===== src/rtl/sort_pkg.sv =====
// Shared types and constants for the RAM bubble-sort sequencer.
package sort_pkg;

  localparam int SWAP_CNT_W = 16;

  typedef enum logic [2:0] {
    IDLE,
    RD_A,
    RD_B,
    CMP,
    WR_A,
    WR_B,
    FIN
  } sort_state_t;

endpackage


===== src/rtl/sort_cmp.sv =====
// Unsigned element comparator: flags when a pair is out of order.
module sort_cmp #(
  parameter int DATA_WIDTH = 8,
  parameter int DESCEND    = 0
) (
  input  logic [DATA_WIDTH-1:0] a,
  input  logic [DATA_WIDTH-1:0] b,
  output logic                  swap_needed
);

  // Equal values never swap, so the sort stays stable.
  always_comb begin
    if (DESCEND != 0) swap_needed = (a < b);
    else              swap_needed = (a > b);
  end

endmodule


===== src/rtl/sort_ctrl.sv =====
// Bubble-sort sequencer driving a single-port RAM (sync write, async read),
// with early exit on a swap-free pass and swap/pass statistics.
module sort_ctrl
  import sort_pkg::*;
#(
  parameter int DATA_WIDTH = 8,
  parameter int ADDR_WIDTH = 4,
  parameter int DESCEND    = 0
) (
  input  logic                  clk,
  input  logic                  rst,
  input  logic                  start,
  input  logic [ADDR_WIDTH:0]   len,
  output logic                  busy,
  output logic                  done,
  output logic [SWAP_CNT_W-1:0] swap_cnt,
  output logic [ADDR_WIDTH:0]   pass_cnt,
  output logic                  ram_we,
  output logic [ADDR_WIDTH-1:0] ram_addr,
  output logic [DATA_WIDTH-1:0] ram_din,
  input  logic [DATA_WIDTH-1:0] ram_dout
);

  localparam int              LW  = ADDR_WIDTH + 1;
  localparam logic [LW-1:0]   CAP = LW'(2 ** ADDR_WIDTH);

  sort_state_t           state_q, state_d;
  logic [LW-1:0]         len_q, len_d;
  logic [LW-1:0]         i_q, i_d;
  logic [LW-1:0]         j_q, j_d;
  logic                  swapped_q, swapped_d;
  logic [DATA_WIDTH-1:0] a_q, a_d;
  logic [DATA_WIDTH-1:0] b_q, b_d;
  logic [SWAP_CNT_W-1:0] swap_cnt_q, swap_cnt_d;
  logic [LW-1:0]         pass_cnt_q, pass_cnt_d;

  logic          swap_needed;
  logic          advance;
  logic          swapped_now;
  logic [LW-1:0] len_clamped;

  sort_cmp #(
    .DATA_WIDTH (DATA_WIDTH),
    .DESCEND    (DESCEND)
  ) u_cmp (
    .a           (a_q),
    .b           (b_q),
    .swap_needed (swap_needed)
  );

  // NOTE: sequential state uses non-blocking assignments only, so every
  // register samples the pre-edge value of every other register.
  always_ff @(posedge clk) begin
    if (rst) begin
      state_q    <= IDLE;
      len_q      <= '0;
      i_q        <= '0;
      j_q        <= '0;
      swapped_q  <= 1'b0;
      a_q        <= '0;
      b_q        <= '0;
      swap_cnt_q <= '0;
      pass_cnt_q <= '0;
    end else begin
      state_q    <= state_d;
      len_q      <= len_d;
      i_q        <= i_d;
      j_q        <= j_d;
      swapped_q  <= swapped_d;
      a_q        <= a_d;
      b_q        <= b_d;
      swap_cnt_q <= swap_cnt_d;
      pass_cnt_q <= pass_cnt_d;
    end
  end

  // NOTE: every combinational output is given a default first, so no path
  // through the case statement can leave a latch behind.
  always_comb begin
    state_d     = state_q;
    len_d       = len_q;
    i_d         = i_q;
    j_d         = j_q;
    swapped_d   = swapped_q;
    a_d         = a_q;
    b_d         = b_q;
    swap_cnt_d  = swap_cnt_q;
    pass_cnt_d  = pass_cnt_q;
    advance     = 1'b0;
    len_clamped = (len > CAP) ? CAP : len;
    // The WR_B swap must count toward the current pass before deciding exit.
    swapped_now = swapped_q | (state_q == WR_B);

    case (state_q)
      IDLE: begin
        if (start) begin
          len_d      = len_clamped;
          swap_cnt_d = '0;
          pass_cnt_d = '0;
          i_d        = '0;
          j_d        = '0;
          swapped_d  = 1'b0;
          state_d    = (len_clamped < LW'(2)) ? FIN : RD_A;
        end
      end
      RD_A: begin
        a_d     = ram_dout;
        state_d = RD_B;
      end
      RD_B: begin
        b_d     = ram_dout;
        state_d = CMP;
      end
      CMP: begin
        if (swap_needed) state_d = WR_A;
        else             advance = 1'b1;
      end
      WR_A: state_d = WR_B;
      WR_B: begin
        swapped_d = 1'b1;
        if (swap_cnt_q != '1) swap_cnt_d = swap_cnt_q + 1'b1;
        advance   = 1'b1;
      end
      FIN:     state_d = IDLE;
      default: state_d = IDLE;
    endcase

    if (advance) begin
      if (j_q + 1'b1 < len_q - 1'b1 - i_q) begin
        j_d     = j_q + 1'b1;
        state_d = RD_A;
      end else begin
        pass_cnt_d = pass_cnt_q + 1'b1;
        if (!swapped_now || (i_q + 1'b1 == len_q - 1'b1)) begin
          state_d = FIN;
        end else begin
          i_d       = i_q + 1'b1;
          j_d       = '0;
          swapped_d = 1'b0;
          state_d   = RD_A;
        end
      end
    end
  end

  always_comb begin
    busy     = 1'b0;
    done     = 1'b0;
    ram_we   = 1'b0;
    ram_addr = '0;
    ram_din  = '0;
    case (state_q)
      RD_A: begin
        busy     = 1'b1;
        ram_addr = j_q[ADDR_WIDTH-1:0];
      end
      RD_B: begin
        busy     = 1'b1;
        ram_addr = j_q[ADDR_WIDTH-1:0] + 1'b1;
      end
      CMP:  busy = 1'b1;
      WR_A: begin
        busy     = 1'b1;
        ram_we   = 1'b1;
        ram_addr = j_q[ADDR_WIDTH-1:0];
        ram_din  = b_q;
      end
      WR_B: begin
        busy     = 1'b1;
        ram_we   = 1'b1;
        ram_addr = j_q[ADDR_WIDTH-1:0] + 1'b1;
        ram_din  = a_q;
      end
      FIN:     done = 1'b1;
      default: ;
    endcase
  end

  assign swap_cnt = swap_cnt_q;
  assign pass_cnt = pass_cnt_q;

endmodule


===== config.mk =====
export PLATFORM = sky130hd
export DESIGN_NAME = sort_ctrl
export DESIGN_NICKNAME = d
export VERILOG_FILES = /design/src/rtl/sort_pkg.sv /design/src/rtl/sort_cmp.sv /design/src/rtl/sort_ctrl.sv
export SDC_FILE = /design/constraint.sdc
export NUM_CORES = 1
export LEC_CHECK = 0
export CAP_MARGIN = 20
export CORE_UTILIZATION = 50
export DETAILED_ROUTE_END_ITERATION = 8
export GPL_ROUTABILITY_DRIVEN = 1
export PLACE_DENSITY = 0.72
export SETUP_SLACK_MARGIN = 0.15
export SKIP_CTS_REPAIR_TIMING = 1
export SYNTH_ARGS = -nofsm -noshare
export SYNTH_HDL_FRONTEND = slang
export SYNTH_SLANG_ARGS = --single-unit

===== constraint.sdc =====
create_clock -name clk -period 8.5 [get_ports clk]
set_input_delay 1.7 -clock clk [delete_from_list [all_inputs] [get_ports clk]]
set_output_delay 1.7 -clock clk [all_outputs]
set_load 0.1 [all_outputs]

-- Word-level counts from Yosys, hierarchy flattened
Index checks and enable logic that the tools add are counted.
- $add $sub $neg: 7
- magnitude comparators: 4
- equal/unequal tests: 13
- mux-type cells: 37
- bitwise logic cells: 1
- reduce and logical (&&, ||, !) cells: 11
- operators by type and width (operator ; count):
    $mux W5 ; 15
    $mux W16 ; 2
    $pmux W16 S2 ; 1
    $mux W3 ; 6
    $pmux W3 S6 ; 1
    $add A16 B1 Y16 const B ; 1
    $ne A16 B16 Y1 const B ; 1
    $pmux W8 S2 ; 1
    $add A5 B1 Y5 const B ; 3
    $eq A3 B3 Y1 const B ; 3
    $gt A8 B8 Y1 ; 1
    $mux W1 ; 8
    $pmux W4 S2 ; 1
    $eq A3 B2 Y1 const B ; 2
    $ne A3 B3 Y1 const B ; 2
    $reduce_and A3 Y1 ; 2
    $reduce_or A2 Y1 ; 3
    $eq A5 B5 Y1 ; 1
    $gt A5 B5 Y1 const B ; 1
    $lt A5 B2 Y1 const B ; 1
    $lt A5 B5 Y1 ; 1
    $reduce_or A5 Y1 ; 1
    $sub A5 B1 Y5 const B ; 1
    $sub A5 B5 Y5 ; 1
    other kinds (11) ; 13
- register bits: 56
- logic and storage cells: 82

-- Depth between registers and ports, before layout
Gate-level depths: netlist (run 1).
- word-level depth: 7
- gate-level depth with buffers: 15
- gate-level depth less buffers: 14

-- Hierarchy
From an unflattened synthesis (run 1), not the netlist that was laid out.
- cell total of the unflattened synthesis: 396
- area total of the unflattened synthesis: 3338.2 µm²
- modules (own cells, without submodules) (module ; instances ; cells each ; area an instance (µm²) ; seq. area each (µm²)):
    sort_ctrl ; 1 ; 369 ; 3121.7 ; 1121.1
    sort_cmp ; 1 ; 27 ; 216.5 ; 0.0

-- Worst setup path after synthesis (run 1)
Ideal clock, no wire load.
- path kind: register to output
- start point: register state_q[2]
- end point: output ram_addr[1]
- data arrival time: 2984 ps
- data required time: 6800 ps
- setup slack: 3816 ps
- stages on the path, launching flop included: 5
- buffers on the path: 2
- cells stage by stage: dfxtp_1 -> clkbuf_1 -> clkbuf_1 -> a21oi_1 -> o21ai_0
- longest elaborated chain between the ends: 3
- elaborated cells between the ends (all ways): 7
- those cells by class: 4 x eq/ne; 1 x mux; 2 x reduce/logical
- ends and longest elaborated chain (item ; RTL line ; text):
    start, declared ; sort_ctrl.sv:27 ; sort_state_t state_q, state_d;
    start signal, assigned ; sort_ctrl.sv:65 ; state_q <= state_d;
    $eq A3 B3 Y1 (tied with other cells) ; sort_ctrl.sv:152 ; case (state_q)
    $reduce_or A2 Y1 (no line) ; -- ;
    $pmux W4 S2 * ; sort_ctrl.sv:152 ;
    end, declared ; sort_ctrl.sv:19 ; output logic [ADDR_WIDTH-1:0] ram_addr,
Mark *: on every way between the ends. The rest lies on a longest branch, timed or not.

-- Worst setup path in the final report (run 1)
- start point: register state_q[0]
- end point: output ram_addr[2]
The elaborated chain is that of the path after synthesis.

==> impl.org, run 1 <==
** Finish
- Layout cells sized above 1 :: a little under 4%
- Net count reported at finish :: about 500
- Cells fill 61.59% of the core in the end.
- Most common cell after layout, fill and taps aside :: nor2_1
- The number of antenna diodes in the final layout is 0.
- In the layout the commonest cells are nor2_1, dfxtp_1, clkdlybuf4s50_1.
- The area growth from synthesis to layout is 19.31%.

** STA
- Summed over all failing endpoints, the final setup total negative slack is 0 ps.
- Setup repair after global routing missed its margin :: false
- Hold Slack :: between 400 and 500 ps
- The worst path meets setup with 3504 ps of slack.
- The final critical path takes up roughly three fifths of the cycle.
- At the pin with the least slew margin, the transition time is 1027 ps.
- Measured against its own limit, the worst slew margin works out to between 30 and 40%.
- Setup violations remaining at the end of the flow were counted as 0.
- The count of final hold-check violations is 0.
- The count of pins over their slew limit came to 0.
- The smallest clock period supported by the final layout is computed as between 4000 and 5000 ps.
- Maximum clock frequency :: 200.2 MHz
- Worst Clk Skew :: between 10 and 15 ps

** Routing
- Total length of routed wires :: between 7 and 8 mm
- The pre-antenna-repair detailed-routing pass consisted of 4 iterations.
- Remaining antenna violation count after routing :: 0
- After the first detailed-routing iteration, the DRC count stood at ~80.
- Average routed wire per standard cell :: 13.19 um
- Via-to-Cell Ratio :: ~5.4
- Total number of vias :: 2893
- After detailed routing, the number of remaining DRC violations is 0.

** Synth
- Largest cells by area after synthesis :: dfxtp_1, nor2_1, ha_1
- Post-synthesis sequential area ratio :: 34.40%
- The number of different library cells used by synthesis comes to 43.
- Synthesized netlist net count :: around 460
- Number of warnings issued by yosys :: 0
- Per-instance average area after synthesis :: ~7.8 sq um
- Area share of the leading cell type in the synthesized netlist :: 34.40%
- Synthesis produced about 420 cells.
- In this run the cell area of the synthesized design comes to ~3300 sq um.
- Synthesized flop and latch total :: 56
- Summed over all instances, the cell type with the most area after synthesis is dfxtp_1.

** Min path
- Type of the tightest min-delay check :: flop to flop
- Along the worst hold path, the cell count comes to 2.

** Global routing
- The initial antenna violation count is 0.
- Total routing usage reported by global routing :: between 20% and 30%
- The first global-routing pass estimated 11.33 mm of wire.
- Vias in the first global route :: roughly 2.6k
- Pin count of the biggest net entering global routing :: 38
- After global routing the overflow that remains totals 0.

** CTS
- Root Buffer :: clkbuf_8
- Clock tree buffer depth :: 2
- Number of buffers added by the clock tree synthesis step :: 5
- TritonCTS built the clock tree.
- The clock reaches the later pin of the worst-skew pair after 310 ps.
- Clk pin slew, worst setup/hold paths :: roughly 110 ps
- In this run the number of H-tree levels came out at 2.
- Number of clock sinks :: 56

** Critical path
- STA classifies the critical path startpoint as a flop.
- Critical setup path kind :: flop to output port
- R2r worst-path depth :: 14
- STA puts the critical path data required time at between 6000 and 7000 ps.
- Crit path max fanout :: 21
- WP data arrival :: around 3300 ps
- STA classifies the critical path endpoint as an output port.

** Floorplan
- Placeable Area :: between 6000 and 7000 sq um
- Once the floorplan was initialized, standard cells occupied about half of the core.
- The floorplan has 29 rows.
- In this run the vertical extent of the chip is between 80 and 90 um.
- In this run the horizontal extent of the chip is between 80 and 90 um.
- The die covers a little under 7000 sq um.
- I/O Pins :: between 50 and 60

** Power and ir drop
- Maximum vdd ir drop :: between 0.00008 and 0.00009 V
- Dividing total power by cell area gives a power density of about 150 nW/um^2.
- Total power :: a little under 0.6 mW
- LEAKAGE :: approximately 1.4 nW

** Run
- Maxcap violations :: 0

** Outcome
- Run status :: finished clean

** Placed design
- Pre-CTS WS :: roughly 3900 ps
- Port bufs :: 51
- Detailed placement ended at an HPWL of slightly above 5 mm.
- Routability-driven placement finished with a final weighted congestion of 0.8265.
[synthesized netlist by cell type, drive strengths merged]
| cell type | instances |
|---|---|
| nor2 | 71 |
| dfxtp | 56 |
| a21oi | 43 |
| nand2 | 43 |
| inv | 22 |
| ha | 21 |
| nand3 | 21 |
| xnor2 | 18 |
| clkbuf | 15 |
| xor2 | 14 |
| mux2i | 9 |
| o21ai | 8 |
| nor3b | 7 |
| and3 | 6 |
| mux2 | 6 |
| nand4 | 6 |
| nor3 | 6 |
| or3 | 6 |
| a21o | 5 |
| nor2b | 5 |
| a31oi | 3 |
| buf | 3 |
| nand2b | 3 |
| a22o | 2 |
| a22oi | 2 |
| a41o | 2 |
| and2 | 2 |
| o211ai | 2 |
| o22ai | 2 |
| a21boi | 1 |
| a221o | 1 |
| a41oi | 1 |
| and4 | 1 |
| fa | 1 |
| nor4 | 1 |
| o2bb2ai | 1 |
| o32ai | 1 |
[final timing paths]
| check | from | endpoint | slack (ps) |
|---|---|---|---|
| setup reg to reg | len_q[0] | i_q[3] | 5120 |
| hold reg to reg | len_q[4] | len_q[4] | 490 |
| hold / removal | len_q[4] | len_q[4] | 490 |
| setup / recovery | state_q[0] | ram_addr[2] | 3500 |
[flip-flops by register name, summed over array words and instances (netlist names)]
name       cells
swapped_q      1
j_q            5
b_q            8
len_q          5
a_q            8
state_q        3
swap_cnt      16
i_q            5
pass_cnt       5
[kinds of logic (layout without fill, tap and decap cells)]
logic type | Yosys count | in the layout | synth area share (%)
and+or+nand+nor | 178 | 178 | 25.03
buffers and inverters | 40 | 82 | 4.875
muxes | 15 | 15 | 4.837
adders and majority gates | 22 | 22 | 8.676
DFF | 56 | 56 | 34.40
AOI/OAI and AO/OA | 74 | 74 | 13.36
xor gates and xnor gates | 32 | 32 | 8.829
[where the power goes]
group | total [mW] | switching [mW] | leakage, nW | internal [mW]
sequential | 0.287 | 0.0149 | 0.453 | 0.272
combinational | 0.143 | 0.0887 | 0.930 | 0.0540
clock | 0.149 | 0.0904 | 0.0456 | 0.0591
[metrics by stage]
stage / cell area, sq um / cells
finish: 3889 / 536
CTS: 3889 / 536
global placement: 3802 / 528
detailed placement: 3802 / 528
floorplan: 3259 / 417
global route: 3889 / 536
[worst max-delay path, stage by stage, from the launching register on]
cell and delay [ps]:
dfxtp_1 950, inv_1 300, nor2_1 270, a22oi_1 120
o22ai_1 170, clkdlybuf4s50_1 1170
[area by class of cell]
cell class              count  area [sq um]
inverters                  22         82.58
well taps                  77         96.34
repair buffers             52         518.0
fillers                   596          2425
clock inverters             2         13.76
multi-input cells         321          1984
flip-flops and latches     56          1121
clock buffers               6         72.57
[layer usage]
layer  GRT usage (%)  part of all wire (%)  vias to the layer above
met2           36.31                    46                       57
met3           3.846                   4.0                        9
met1           27.13                    49                     1330
met4           6.034                   1.5                        0
met5               0                     0                        -
li1                -                     -                     1497
No activity file was read; power rests on OpenSTA's default activity.
==> inputs of run 2 (changes only) <==
- CORE_UTILIZATION: 50 -> 49
- PLACE_DENSITY: 0.72 -> 0.74
- clock period: 8.5 -> 4.3 ns (I/O delays scaled with it)
==> impl.org, run 2 (synthesized netlist as in run 1, its figures left out) <==
** Critical path
- The required time of the critical path was 3440 ps (-3360 ps).
- The worst setup path is captured at an output port.
- WP data arrival :: 2540 ps (-760 ps)
- The kind of cell with the highest combined delay along the critical path is flip-flops.
- The worst setup path is launched from a flop.
- The slowest stage of the critical path belongs to the cell dfxtp_1.
- The largest driver fanout on the critical path came to 21 (unchanged).
- The worst stage delay on the critical path was 990 ps (-180 ps).
- R2r worst-path depth :: 14 (unchanged)
- Critical path buffers and inverters :: 2 (unchanged)
- R2r endpoint :: i_q[4]
- Reg-to-Reg Start :: len_q[0]
- Count of cell instances traversed by the critical path :: 5 (unchanged)
- The critical path is of the flop to output port type.
- The critical path goes through inv_1 > nor2_1 > a22oi_1 > o22ai_1 > buf_4.
- The flop-to-flop setup slack was 1020 ps (-4100 ps).

** STA
- Relative slew slack :: 33.50% (+2.5 points)
- The worst path uses slightly below 80% of the clock period.
- The routed design could run at a clock period as short as roughly 3400 ps.
- The count of pins over their slew limit was 0 (unchanged).
- The transition time at the pin with the least slew margin was 993.1 ps (-33.42 ps).
- Maximum clock frequency :: 293.8 MHz
- The count of final hold-check violations is 0 (unchanged).
- The number of setup violations in the final report was 0 (unchanged).
- The final worst hold slack was 474.6 ps (-11.18 ps).
- Setup repair after global routing left no endpoint under its margin.
- The setup clock skew after layout came to 5.171 ps (-6.247 ps).
- The total negative slack for setup checks was 0 ps (unchanged).

** Global routing
- The global route total overflow came to 0 (unchanged).
- The met3 track utilization from global routing is 3.759% (-0.087 points).
- Highest-utilization routing layer at the global route stage :: met2
- Global-route wire length before repair :: 12.07 mm (+6.5%)
- Met1 usage :: 26.46% (-0.68 points)
- The overall track demand over capacity in global routing is 21.08% (-0.17 points).
- The initial antenna violation count was 0 (unchanged).
- The maximum number of pins on one net before global-route repair came to 37 (-2.6%).
- Vias in the first global route :: 2745 (+7.4%)
- Met2 track demand over resource in global routing :: 36.29% (about the same)

** CTS
- The total number of clock tree sinks was 56 (unchanged).
- The tree is rooted in a clkbuf_8.
- The maximum buffer depth of the clock tree came to 2 (unchanged).
- Clk pin slew, worst setup/hold paths :: 100 ps (about the same)
- TritonCTS built the clock tree.
- Skew-Pair Late Insertion Delay :: 320 ps (about the same)
- The number of levels in the clock H-tree is 2 (unchanged).
- The TritonCTS buffer count was 5 (unchanged).

** Power and ir drop
- The worst ir drop on vdd is 0.0001592 V (+80%).
- Pwr/cell area :: 296.3 nW/um^2 (+99%)
- Total power :: 1.143 mW (+97%)
- LEAKAGE :: 1.453 nW (+1.7%)

** Floorplan
- The die span in y is 83.56 um (+0.99%).
- Horizontal die dimension :: 83.56 um (+0.99%)
- I/O Pins :: 52 (unchanged)
- The number of rows created at floorplan is 29 (unchanged).
- Placeable Area :: 6386 sq um (+1.1%)
- The initial standard-cell utilization of the core was 51.04% (-0.59 points).
- Area of the die :: 6982 sq um (+2.0%)

** Placed design
- The HPWL after detailed placement came to 5.274 mm (+2.0%).
- The port buffer count was 51 (unchanged).
- Final weighted congestion in routability-driven placement :: 0.8057 (-2.5%)

** Routing
- Number of detailed-routing iterations run before antenna repair :: 4 (unchanged)
- Total number of vias :: 2892 (-0.035%)
- Via-to-Cell Ratio :: 5.396 (about the same)
- First DRT Iteration DRCs :: 108 (+38%)
- Total length of routed wires :: 7.258 mm (+2.7%)
- The average wire per cell in the routed design came to 13.54 um (+2.7%).
- Remaining antenna violation count after routing :: 0 (unchanged)
- DRC Markers :: 0 (unchanged)

** Finish
- The flip-flop count of the largest register, all copies and words added is 16 (unchanged).
- The number of filler cells placed in the layout is 613 (+2.9%).
- The library cell used most frequently in the layout, excluding fill and tap cells, is nor2_1.
- Layout cells sized above 1 :: 6.972% (+3.1 points)
- The area growth from synthesis to layout is 18.31%.
- Multi-input gate area :: 1984 sq um (unchanged)
- The utilization of the core after routing came to 60.38% (-1.2 points).
- Area taken by flip-flops and latches :: 1121 sq um (unchanged)
- In the layout the commonest cells are nor2_1, dfxtp_1, a21oi_1, nand2_1, clkdlybuf4s50_1.
- The antenna cell count is 0 (unchanged).
- Net count reported at finish :: 496 (unchanged)

** Min path
- Number of cells on the worst hold path :: 2 (unchanged)
- The path with the worst hold slack has its endpoint at len_q[4].
- Startpoint of the lowest-slack hold path :: len_q[4]
- Type of the tightest min-delay check :: flop to flop

** Outcome
- The run finished with clean final reports.

** Run
- Maxcap violations :: 0 (unchanged)
[run 2: cell types whose count changed in the layout (fill, tap and decap cells not counted)]
| cell | before | now |
|---|---|---|
| buf_4 | 1 | 15 |
| clkdlybuf4s50_1 | 51 | 37 |
| clkinv_2 | 1 | 0 |
| clkinv_4 | 0 | 1 |
| clkinvlp_4 | 0 | 1 |
| inv_6 | 1 | 0 |
[run 2: final cells by class]
cell class / instances / share of cell area, %
well taps: 77 / 2.498
multi-input cells: 321 / 51.46
clock buffers: 6 / 1.882
inverters: 22 / 2.141
clock inverters: 2 / 0.4218
flip-flops and latches: 56 / 29.07
repair buffers: 52 / 12.52
[run 2: worst register-to-register path: stages (launching register included)]
cell     delay [ps]
dfxtp_1         390
inv_1            60
ha_1            350
inv_1            60
ha_1            270
a21o_1          160
a21oi_1         170
xor2_1           90
ha_1            270
o21ai_0          70
a21o_1          160
a21oi_1         320
and3_1          400
mux2_2          370
nor2_1           80
[run 2: how the worst max path moves through the flow]
stage / from / endpoint / slack, ps
floorplan: state_q[2] / ram_addr[1] / 460
global placement: len_q[0] / i_q[4] / 1160
detailed placement: len_q[0] / i_q[4] / 1110
CTS: state_q[0] / ram_addr[2] / 880
global route: state_q[0] / ram_addr[2] / 720
finish: state_q[0] / ram_addr[3] / 900
[run 2: per-stage QoR]
stage               setup slack [ps]  cells  area (sq um)
floorplan                      455.9    417          3259
global placement                1164    528          3767
detailed placement              1106    528          3767
CTS                            884.4    536          3856
global route                   716.5    536          3856
finish                         896.4    536          3856
[run 2: where the power goes]
group	internal (mW)	leakage, nW	total, mW	switching [mW]
Sequential	0.538	0.453	0.568	0.0300
Clock	0.116	0.0414	0.296	0.179
Combinational	0.105	0.958	0.279	0.174
[run 2: per-layer routing]
metal  share of wire, %  wire (um)
met1                 46       3328
met5                  0          0
met4                1.5        106
met2                 48       3453
met3                5.1        370
==> inputs of run 3 (changes only) <==
- clock period: 4.3 -> 2.95 ns (I/O delays scaled with it)
==> impl.org, run 3 (synthesized netlist as in run 1, its figures left out) <==
** Outcome
- The run finished with clean final reports.

** CTS
- Number of buffers added by the clock tree synthesis step :: 5 (unchanged)
- The number of levels in the clock H-tree is 2 (unchanged).
- Number of clock sinks :: 56 (unchanged)
- The insertion delay to the later sink of the worst-skew pair was 320 ps (about the same).
- Clock tree buffer depth :: 2 (unchanged)
- TritonCTS built the clock tree.
- Clk pin slew, worst setup/hold paths :: 90 ps (about the same)
- Root Buffer :: clkbuf_8

** Placed design
- Placed instance area :: 4004 sq um (+6.3%)
- Sum of net half-perimeters after detailed placement :: 5.482 mm (+3.9%)
- Port bufs :: 51 (unchanged)
- The weighted congestion reported at the end of routability-driven placement was 0.7898 (-2.0%).

** Finish
- Leaving out fill and tap cells, the most frequent cell in the layout is nor2_1.
- The share of final-layout standard cells stronger than drive strength 1 was 20.59% (+14 points).
- Leaving out fill and tap cells, the most frequent cells in the layout are nor2_1, dfxtp_1, nand2_1.
- The number of filler cells placed in the layout came to 533 (-13%).
- Net count reported at finish :: 508 (+2.4%)
- The antenna cell count is 0 (unchanged).
- Flip-flop count of the largest register after layout :: 16 (unchanged)
- Compared with the post-synthesis result, the final layout area differs by 28.94%.
- Post-route cell area :: 4203 sq um (+9.0%)

** Global routing
- The global-route wire length before repair was 12.21 mm (+1.1%).
- Antenna violations before repair :: 0 (unchanged)
- Total routing usage reported by global routing :: 21.06% (about the same)
- Pin count of the biggest net entering global routing :: 25 (-32%)
- Vias in the first global route :: 2769 (+0.87%)
- GRT Residual Overflow :: 0 (unchanged)

** Power and ir drop
- The total power per unit cell area was 416.6 nW/um^2 (+41%).
- The switching share of power is 33.85% (+0.26 points).
- The static power due to leakage came to 1.617 nW (+11%).
- The net switching power was 0.5926 mW (+54%).
- Part of the total power dissipated in sequential elements :: 46.5% (-3.2 points)
- The internal power contribution was 1.158 mW (+53%).
- The worst ir drop on vdd is 0.0003372 V (+110%).
- The clock share of power came to 25.0% (-0.9 points).
- The part of the power in combinational logic came to 28.5% (+4.1 points).

** Routing
- Number of detailed-routing iterations run before antenna repair :: 4 (unchanged)
- The total met3 wirelength after detailed routing is 244 um (-34%).
- The average wire per cell in the routed design came to 13.30 um (-1.8%).
- The routed via count was 3011 (+4.1%).
- Highest metal layer used by the detailed router :: met4
- The residual DRC count was 0 (unchanged).
- The met1 routed wirelength after detailed routing is 3.281 mm (-1.4%).
- The total met2 wirelength after detailed routing is 3.635 mm (+5.3%).
- The number of DRC markers after the initial detailed-route iteration is 79 (-27%).
- The post-detailed-route count of antenna-violating nets came to 0 (unchanged).
- Via-to-Cell Ratio :: 5.495 (+1.8%)
- The final wirelength was 7.289 mm (+0.43%).

** Critical path
- Critical Path Sink Type :: flop
- Critical setup path kind :: flop to flop
- The largest driver fanout on the critical path was 5 (-76%).
- Category of the worst setup path launch point :: flop
- The required time of the critical path is 3190 ps (-250 ps).
- WP data arrival :: 3090 ps (+550 ps)

** STA
- Setup repair after global routing could not meet its margin everywhere.
- The count of pins over their slew limit is 0 (unchanged).
- The final worst hold slack is 479.8 ps (+5.150 ps).
- Relative slew slack :: 49.81% (+16 points)
- The number of setup violations in the final report was 0 (unchanged).
- Period minus WS final :: approximately 2800 ps
- The setup clock skew after layout came to 15.71 ps (+10.54 ps).
- Final Hold Vio Count :: 0 (unchanged)
- Maximum clock frequency :: between 300 and 400 MHz
- After layout, the worst path uses between 90% and 100% of the clock period.
- Slew at the pin closest to its max-slew limit :: 746.0 ps (-247.0 ps)

** Floorplan
- Horizontal die dimension :: 83.56 um (unchanged)
- Area of the die :: 6982 sq um (unchanged)
- The number of rows created at floorplan came to 29 (unchanged).
- The area of the core came to 6386 sq um (unchanged).
- I/O Pins :: 52 (unchanged)
- The initial standard-cell utilization of the core is 51.04% (unchanged).
- Chip Height :: 83.56 um (unchanged)

** Run
- Maxcap violations :: 0 (unchanged)

** Min path
- The min-delay analysis places its worst path in the category flop to flop.
## run 3: cell types whose count changed in the layout (fill, tap and decap cells not counted), sizes merged
cell and delta:
buf +34, clkbuf -1, clkdlybuf4s50 -22, inv +1
## run 3: final timing paths
kind	cells past startpoint	endpoint	startpoint	slack, ps
min	2	len_q[4]	len_q[4]	480
max	15	i_q[2]	len_q[1]	100
min reg2reg	2	len_q[4]	len_q[4]	480
max reg2reg	15	i_q[2]	len_q[1]	100
## run 3: per-layer routing
metal  vias up  track usage [%]
met1      1406            25.60
met4         0            7.858
met3        13            2.671
met2        65            37.77
li1       1527                -
met5         -                0
## run 3: cell type report
type	count	area, sq um	area share (%)
clock inverters	3	21.27	0.5061
flip-flops and latches	56	1124	26.73
clock buffers	5	68.82	1.637
well taps	77	96.34	2.292
inverters	22	82.58	1.965
multi-input cells	321	2113	50.28
repair buffers	64	696.9	16.58
## run 3: metrics by stage
stage	cells	power (mW)	setup TNS, ps	worst slack [ps]	utilization [%]
global route	548	1.840	-197.5	-57.28	65.81
detailed placement	537	1.301	-367.9	-82.19	62.70
global placement	537	1.290	0	11.05	62.70
floorplan	417	1.158	-47.91	-24.57	-
finish	548	1.751	0	100.8	65.81
CTS	545	1.733	-553.2	-103.8	64.11
## run 3: power groups by stage
stage / Sequential (mW) / Clock, mW / Combinational, mW
floorplan: 0.819 / 0 / 0.340
global placement: 0.831 / 0 / 0.459
detailed placement: 0.832 / 0 / 0.469
CTS: 0.814 / 0.448 / 0.471
global route: 0.820 / 0.469 / 0.551
finish: 0.815 / 0.437 / 0.499
## run 3: critical path, stage by stage (launching register included)
cell and delay (ps):
dfxtp_2 350, inv_2 50, ha_4 240, buf_4 130, fa_2 340, inv_1 70, a21o_1 100, a21oi_1 70
xnor2_1 180, ha_2 320, nor2_4 120, a21oi_4 60, and3_4 180, buf_6 120, or3_4 320, a21oi_2 110
